File: src/rtl/soc_design_dma_0_mem_write.sv
// DMA write master: pops words from a show-ahead FIFO and writes each one to consecutive addresses.
// Optional feature macro SOC_DESIGN_DMA_0_MEM_WRITE_TIMEOUT_EN aborts a write stalled for TIMEOUT cycles and sets err.
module soc_design_dma_0_mem_write #(
    parameter int ADDR_W  = 32,
    parameter int DATA_W  = 32,
    parameter int LEN_W   = 16,
    parameter int TIMEOUT = 255
) (
    input  logic              clk,
    input  logic              reset,
    input  logic              clk_en,
    input  logic              go,
    input  logic [ADDR_W-1:0] start_addr,
    input  logic [LEN_W-1:0]  length,
    input  logic              fifo_empty,
    input  logic [DATA_W-1:0] fifo_rdata,
    output logic              fifo_rd,
    output logic [ADDR_W-1:0] write_address,
    output logic [DATA_W-1:0] write_writedata,
    output logic              mem_write_n,
    input  logic              write_waitrequest,
    output logic              inc_write,
    output logic              busy,
    output logic              done,
    output logic              err
);
    localparam logic [ADDR_W-1:0] STRIDE = ADDR_W'(DATA_W / 8);

    if ((DATA_W % 8) != 0 || TIMEOUT < 1) begin : g_bad_params
        $error("DATA_W must be a multiple of 8 and TIMEOUT at least 1");
    end

    typedef enum logic [1:0] {IDLE, WAIT_DATA, WRITE, DONE} state_t;

    state_t           state;
    state_t           next_state;
    logic [LEN_W-1:0] remaining;
    logic             start;
    logic             pop;
    logic             accept;
    logic             abort;

    // Pops and writes are masked during reset so an interrupted transfer leaves no trace.
    assign start     = (state == IDLE) && clk_en && go;
    assign pop       = (state == WAIT_DATA) && clk_en && !fifo_empty && !reset;
    assign accept    = (state == WRITE) && clk_en && !write_waitrequest && !reset;
    assign fifo_rd   = pop;
    assign inc_write = accept;
    assign busy      = (state != IDLE);
    assign done      = (state == DONE);

`ifdef SOC_DESIGN_DMA_0_MEM_WRITE_TIMEOUT_EN
    localparam int TW = $clog2(TIMEOUT + 1);

    logic [TW-1:0] stall_cnt;
    logic          err_q;

    assign abort = (state == WRITE) && clk_en && write_waitrequest
                   && (stall_cnt == TW'(TIMEOUT - 1));
    assign err   = err_q;

    always_ff @(posedge clk) begin
        if (reset) begin
            stall_cnt <= '0;
            err_q     <= 1'b0;
        end else if (clk_en) begin
            if (state == WRITE && write_waitrequest && !abort) begin
                stall_cnt <= stall_cnt + TW'(1);
            end else begin
                stall_cnt <= '0;
            end
            if (start) begin
                err_q <= 1'b0;
            end else if (abort) begin
                err_q <= 1'b1;
            end
        end
    end
`else
    assign abort = 1'b0;
    assign err   = 1'b0;
`endif

    always_comb begin
        next_state = state;
        case (state)
            IDLE: begin
                if (start) begin
                    next_state = (length == '0) ? DONE : WAIT_DATA;
                end
            end
            WAIT_DATA: begin
                if (pop) begin
                    next_state = WRITE;
                end
            end
            WRITE: begin
                if (accept) begin
                    next_state = (remaining == LEN_W'(1)) ? DONE : WAIT_DATA;
                end else if (abort) begin
                    next_state = DONE;
                end
            end
            DONE: begin
                if (clk_en) begin
                    next_state = IDLE;
                end
            end
            default: next_state = IDLE;
        endcase
    end

    always_ff @(posedge clk) begin
        if (reset) begin
            state           <= IDLE;
            mem_write_n     <= 1'b1;
            write_address   <= '0;
            write_writedata <= '0;
            remaining       <= '0;
        end else if (clk_en) begin
            state       <= next_state;
            mem_write_n <= (next_state != WRITE);
            if (start) begin
                write_address <= start_addr;
                remaining     <= length;
            end
            if (pop) begin
                write_writedata <= fifo_rdata;
            end
            // Address wraps naturally at 2^ADDR_W.
            if (accept) begin
                write_address <= write_address + STRIDE;
                remaining     <= remaining - LEN_W'(1);
            end
        end
    end

endmodule

File: config.mk
export PLATFORM = sky130hd
export DESIGN_NAME = soc_design_dma_0_mem_write
export DESIGN_NICKNAME = d
export VERILOG_FILES = /design/src/rtl/soc_design_dma_0_mem_write.sv
export SDC_FILE = /design/constraint.sdc
export NUM_CORES = 1
export LEC_CHECK = 0
export ABC_AREA = 1
export CORE_UTILIZATION = 40
export DETAILED_ROUTE_END_ITERATION = 7
export PLACE_DENSITY = 0.77
export SLEW_MARGIN = 30
export SYNTH_ARGS = -nofsm -noshare
export SYNTH_HDL_FRONTEND = slang
export SYNTH_SLANG_ARGS = --single-unit
File: constraint.sdc
create_clock -name clk -period 2.75 [get_ports clk]
set_input_delay 0.4125 -clock clk [delete_from_list [all_inputs] [get_ports clk]]
set_output_delay 0.4125 -clock clk [all_outputs]
set_load 0.01 [all_outputs]
==> results of run 1 <==
-- state kept, by name, indices dropped and copies added (netlist names) --
| name | flops |
|---|---|
| write_writedata | 32 |
| mem_write_n | 1 |
| remaining | 16 |
| state | 2 |
| write_address | 32 |
-- final cells by class --
type | count | area [sq um]
Fill cell | 1065 | 4450
Multi-Input combinational cell | 551 | 2590
Sequential cell | 83 | 1660
Timing Repair Buffer | 165 | 1650
Clock buffer | 9 | 225
Tap cell | 140 | 175
Inverter | 46 | 173
Clock inverter | 6 | 115
-- kinds of logic after synthesis --
family,Yosys count,synth area share (%)
AOI/OAI and AO/OA,127,15.8
xor gates and xnor gates,8,1.52
adders and majority gates,3,0.815
other,1,0.0814
buffers and inverters,77,7.82
DFF,83,36.1
and+or+nand+nor,412,37.9
-- synth_stat cells, types with 3 or more instances --
cell type / instances
nand2_2: 3
ha_1: 3
xor2_1: 6
nor2_1: 151
buf_6: 5
o211ai_1: 7
clkbuf_1: 11
nand3b_1: 11
o21ai_0: 46
nand4_1: 4
o221ai_1: 5
nand2_1: 187
nor2_2: 4
a31oi_1: 7
inv_1: 39
buf_2: 9
o21ai_1: 6
dfxtp_1: 83
nand3_1: 39
nor2_4: 4
inv_2: 6
o21a_1: 13
buf_4: 6
a21oi_1: 38
-- power groups by stage --
stage	sequential [W]	combinational, W	clock (W)
after detailed placement	0.00141	0.000823	0
final	0.00138	0.000825	0.00140
after CTS	0.00138	0.000828	0.00143
after global routing	0.00140	0.000917	0.00148
after global placement	0.00141	0.000816	0
after floorplan	0.00141	0.000448	0
-- final timing paths --
| kind | cells after the start | endpoint | startpoint | slack (ns) |
|---|---|---|---|---|
| setup / recovery | 6 | inc_write | clk_en | 0.42 |
| hold / removal | 2 | write_writedata[18]$_SDFFE_PP0P_ | write_writedata[18]$_SDFFE_PP0P_ | 0.48 |
| setup reg to reg | 10 | write_address[28]$_SDFFE_PP0P_ | write_address[2]$_SDFFE_PP0P_ | 0.81 |
| hold reg to reg | 2 | write_writedata[18]$_SDFFE_PP0P_ | write_writedata[18]$_SDFFE_PP0P_ | 0.48 |
-- per-stage QoR --
step | utilization, % | worst slack (ns) | power, W | area, sq um | std cells
4_1_cts | 59.7 | 0.399 | 0.00364 | 6590 | 1000
5_1_grt | 59.7 | 0.295 | 0.00379 | 6590 | 1000
6_report | 59.7 | 0.422 | 0.00361 | 6590 | 1000
3_3_place_gp | 56.6 | 0.430 | 0.00222 | 6240 | 985
3_5_place_dp | 56.6 | 0.405 | 0.00223 | 6240 | 985
2_1_floorplan | - | 1.15 | 0.00186 | 4610 | 711
-- placed cells by master (no fill, tap or decap), types with 7 or more instances in the layout --
cell type	instances
a31oi_1	7
nand3b_1	11
o21ai_0	46
o211ai_1	7
dfxtp_1	83
nand2_1	187
clkdlybuf4s50_1	154
buf_4	9
nand3_1	39
inv_1	39
o21a_1	13
a21oi_1	38
nor2_1	151
clkbuf_16	9
-- per-layer routing --
metal | vias up | wire length [um]
met2 | 213 | 6120
met3 | 17 | 1460
met1 | 2232 | 5910
met5 | - | 0
li1 | 2592 | -
met4 | 0 | 202
-- worst reg2reg max path, cell delays in order, from the launching register on --
cell and delay [ns]:
dfxtp_1 0.47, ha_1 0.26, nand2_1 0.09, nor2_1 0.23, nand2_1 0.16, nor2_1 0.26
nand2_1 0.09, nand2_1 0.06, nand2_1 0.04, a21oi_1 0.12, nor2_1 0.05
==> out/results.ini, run 1 <==
[finish]
drive_gt1_share_pct = 5.81
nets = 945
diodes = 0
area_growth_syn_to_layout_pct = 42.9

[global_routing]
grtUsageMet2_pct = 39.0
grt_pass1_vias = 4699
grt_pass1_wl_mm = 22.3
grt_usage_pct = 24.1
grtUsageMet1_pct = 29.8
grt_overflow_total = 0
grt-busiest-layer = met2
grt_max_degree = 53
antenna_found_initial = 0
met3_usage_pct = 8.36

[floorplanning]
die_width_um = 109
fp.dieArea_sq_um = 12000
start_util_pct = 41.8
die_height_um = 109
num_rows = 38
core-area_sq_um = 11000
io_pins = 156

[placed_design]
io_buffer_count = 154
hpwlAfterDp_mm = 9.84
gp_congestion = 0.852

[worst_setup_path]
cp_max_fo = 4
worstPathArrival_ns = 1.92
crit_chain = clkdlybuf4s50_1 -> inv_2 -> nor2_4 -> nand2_2 -> nor2_8 -> clkdlybuf4s50_1
cp-end-kind = output port
crit_required_ns = 2.34
crit_path_start_kind = primary input
cp_slowest_cell = clkdlybuf4s50_1
path_class = in -> out
cp_common_cell = clkdlybuf4s50_1
critPathMaxStageDelay_ns = 0.55
path_buf_inv = 3
crit_family = buffers and inverters

[clock_network]
cts_buffers = 9
clk_latency_ns = 0.34
clk_pin_slew_worst_paths_ns = 0.06
postCtsSetupBuffers = 0
cts_tree = built
cts.repair.resized = 0
postCtsHoldBufs = 0
cts.sinks = 83
cts_root_buf = clkbuf_16
clockBufferDepth = 2
htreeDepth = 3

[synth]
ys_ff_latch = 83
synthDistinctLibCells = 38
syn_inst = 711
yosysTopAreaCellShare_pct = 36.1
synth_area_leaders = dfxtp_1 36%, nand2_1 15%, nor2_1 12%, o21ai_0 5.0%, nand3_1 4.2%
ys_warn_count = 0
synth_edf_count = 0
ys.flop_type = dfxtp_1
ys_seq_area_share_pct = 36.1
async_flop_share_pct = 0
synth_nets = 800
synth.avg_cell_area_sq_um = 6.48
yosysTopAreaCell = dfxtp_1
synth_area_sq_um = 4610

[power]
pwr-share-comb_pct = 22.8
clkPwrFrac_pct = 38.8
power_density_nw_per_um2 = 548
leakage_nw = 2.38
internal-power_w = 0.00257
p_seq_share_pct = 38.3
power.switching_w = 0.00104
p_sw_share_pct = 28.7
vdd_ir_drop_max_mv = 0.401

[sta]
fin_crit_ns = 2.33
hold_slack_ns = 0.481
max_freq_ghz = 0.430
rsz0062_at_grt = false
slew_headroom_pct = 64.7
finalCritPeriodShare_pct = 84.6
finalMaxSlewViolations = 0
worst_pin_slew_ns = 0.528
setup_viol = 0
hold_viol = 0
tns_ns = 0
skew_ns = 0.00538

[drt]
vias = 5054
wire_per_inst_um = 13.7
drtIter0Drc = 245
viasPerCell = 5.05
drt-total-wl_mm = 13.7
ant_nets = 0
dr.pass1.iters = 5
drc_errors = 0

[run_status]
status = finished clean

[worst_hold_path]
hold_class = reg -> reg

[flow_run]
drv_cap = 0

Note: power is estimated with default switching activity, not from simulation.
==> run 2: changes to the inputs <==
--- a/config.mk
+++ b/config.mk
@@ -8,7 +8,7 @@
 export ABC_AREA = 1
 export CORE_UTILIZATION = 40
 export DETAILED_ROUTE_END_ITERATION = 7
-export PLACE_DENSITY = 0.77
+export PLACE_DENSITY = 0.79
 export SLEW_MARGIN = 30
 export SYNTH_ARGS = -nofsm -noshare
 export SYNTH_HDL_FRONTEND = slang
==> constraint.sdc (replaced) <==
create_clock -name clk -period 2.1 [get_ports clk]
set_input_delay 0.315 -clock clk [delete_from_list [all_inputs] [get_ports clk]]
set_output_delay 0.315 -clock clk [all_outputs]
set_load 0.01 [all_outputs]
==> out/results.ini, run 2 (synthesized netlist as in run 1, its figures left out) <==
[global_routing]
grt_max_degree = 39  ; -26%
grt_overflow_total = 0  ; unchanged
grt_usage_pct = 24.6  ; +0.46 points
grt_pass1_wl_mm = 22.6  ; +1.3%
grt_pass1_vias = 4786  ; +1.9%
antenna_found_initial = 0  ; unchanged

[worst_hold_path]
holdPathEnd = write_writedata[27]$_SDFFE_PP0P_
min_from = write_writedata[27]$_SDFFE_PP0P_
hold_class = reg -> reg
whs_path_depth = 2  ; unchanged

[worst_setup_path]
reg2reg_setup_slack_ns = 0.23  ; -0.58 ns
crit_required_ns = 2.35  ; about the same
crit_path_start_kind = flip-flop
cp_max_fo = 5  ; +1
worstReg2RegEnd = write_address[20]$_SDFFE_PP0P_
path_class = reg -> reg
reg2reg_from = write_address[3]$_SDFFE_PP0P_
worstPathArrival_ns = 2.12  ; +0.20 ns
reg2reg_depth = 10  ; unchanged
cp-end-kind = flip-flop

[clock_network]
htreeDepth = 3  ; unchanged
cts_buffers = 9  ; unchanged
clk_pin_slew_worst_paths_ns = 0.06  ; about the same
postCtsHoldBufs = 0  ; unchanged
postCtsSetupBuffers = 0  ; unchanged
cts.sinks = 83  ; unchanged
cts_root_buf = clkbuf_16
clockBufferDepth = 2  ; unchanged
cts_tree = built
clk_latency_ns = 0.35  ; about the same

[power]
leakage_nw = 2.47  ; +3.9%
vdd_ir_drop_max_mv = 0.792  ; +97%
power_density_nw_per_um2 = 690  ; +26%

[placed_design]
gp_congestion = 0.910  ; +6.8%
dp_cells = 999  ; +1.4%
hpwlAfterDp_mm = 10.3  ; +5.2%
io_buffer_count = 154  ; unchanged

[drt]
wire_per_inst_um = 13.7  ; +0.24%
drtIter0Drc = 266  ; +8.6%
ant_nets = 0  ; unchanged
vias = 5116  ; +1.2%
drt-total-wl_mm = 13.9  ; +1.7%
viasPerCell = 5.04  ; -0.27%
dr.pass1.iters = 5  ; unchanged
drc_errors = 0  ; unchanged

[floorplanning]
die_width_um = 109  ; unchanged
core-area_sq_um = 11000  ; unchanged
fp.dieArea_sq_um = 12000  ; unchanged
io_pins = 156  ; unchanged
start_util_pct = 41.8  ; unchanged
die_height_um = 109  ; unchanged
num_rows = 38  ; unchanged

[sta]
skew_ns = 0.00740  ; +0.00202 ns
max_freq_ghz = 0.536
hold_viol = 0  ; unchanged
hold_slack_ns = 0.479  ; -0.00226 ns
rsz0062_at_grt = false
fin_crit_ns = 1.87
finalMaxSlewViolations = 0  ; unchanged
finalCritPeriodShare_pct = 88.9
setup_viol = 0  ; unchanged

[run_status]
status = finished clean

[finish]
top_regs = write_address (32), write_writedata (32), remaining (16)
stdcell_count = 1015  ; +1.5%
final_cell_mix = 187 x nand2_1, 152 x clkdlybuf4s50_1, 151 x nor2_1
diodes = 0  ; unchanged
final_util_pct = 60.5  ; +0.81 points
nets = 959  ; +1.5%
layout_commonest_cell = nand2_1
area_growth_syn_to_layout_pct = 44.8
drive_gt1_share_pct = 7.43  ; +1.6 points
fillers = 1067  ; +0.19%

[flow_run]
drv_cap = 0  ; unchanged

## run 2: cell count changes in the layout (fill, tap and decap cells not counted), sizes merged
cell / change
buf: +14
clkdlybuf4s50: -2
clkinv: +2
bufinv: -1
clkbuf: +1
clkinvlp: -1
dlygate4sd2: +1
dlymetal6s2s: +1
## run 2: power by group
group	internal, W	total [W]	switching, W	leakage (nW)
Combinational	0.000550	0.00111	0.000562	1.64
Sequential	0.00169	0.00181	0.000122	0.675
Clock	0.00103	0.00168	0.000651	0.156
## run 2: area by class of cell
type | count | area [sq um] | share of cell area, %
multi-input combinational | 551 | 2590 | 38.8
sequential | 83 | 1660 | 24.9
inverter | 46 | 173 | 2.59
timing repair buffer | 179 | 1770 | 26.5
clock inverter | 6 | 80.1 | 1.20
clock buffer | 10 | 229 | 3.43
tap | 140 | 175 | 2.62
## run 2: stage by stage
step	total power, W	setup slack, ns	TNS [ns]	area [sq um]
finish	0.00461	0.233	0	6670
global route	0.00484	0.0137	0	6670
CTS	0.00464	0.0000969	0	6670
detailed placement	0.00295	-0.0264	-0.0367	6360
global placement	0.00293	-0.00341	-0.00341	6360
floorplan	0.00243	0.496	0	4610
## run 2: worst max-delay path, cell delays in order (launching register included)
cell and delay (ns):
dfxtp_1 0.41, ha_1 0.22, nand2_1 0.08, nor2_1 0.24, nand2_1 0.15, nor2_2 0.17
nand3_2 0.14, o21ai_0 0.18, nand3_1 0.09, nand2_1 0.07, inv_1 0.04
## run 2: worst max-delay path by stage
stage | from | to | slack, ns
after detailed placement | clk_en | write_address[13]$_SDFFE_PP0P_ | -0.03
final | write_address[3]$_SDFFE_PP0P_ | write_address[20]$_SDFFE_PP0P_ | 0.23
after CTS | clk_en | inc_write | 0.0001
after global routing | write_address[3]$_SDFFE_PP0P_ | write_address[28]$_SDFFE_PP0P_ | 0.01
after floorplan | write_address[2]$_SDFFE_PP0P_ | write_address[20]$_SDFFE_PP0P_ | 0.50
after global placement | clk_en | fifo_rd | -0.003
## run 2: timing repair
action                                  CTS  global route
cloned                                    0             0
endpoints found under the setup margin    1             1
resized for setup                         2             1
## run 2: per-layer routing
| layer | GRT usage, % | share of wire (%) | vias to the layer above |
|---|---|---|---|
| met2 | 40.1 | 45 | 212 |
| met3 | 9.72 | 11 | 22 |
| met4 | 9.33 | 2.0 | 0 |
| met5 | 0 | 0 | - |
| met1 | 29.0 | 42 | 2255 |
| li1 | - | - | 2627 |
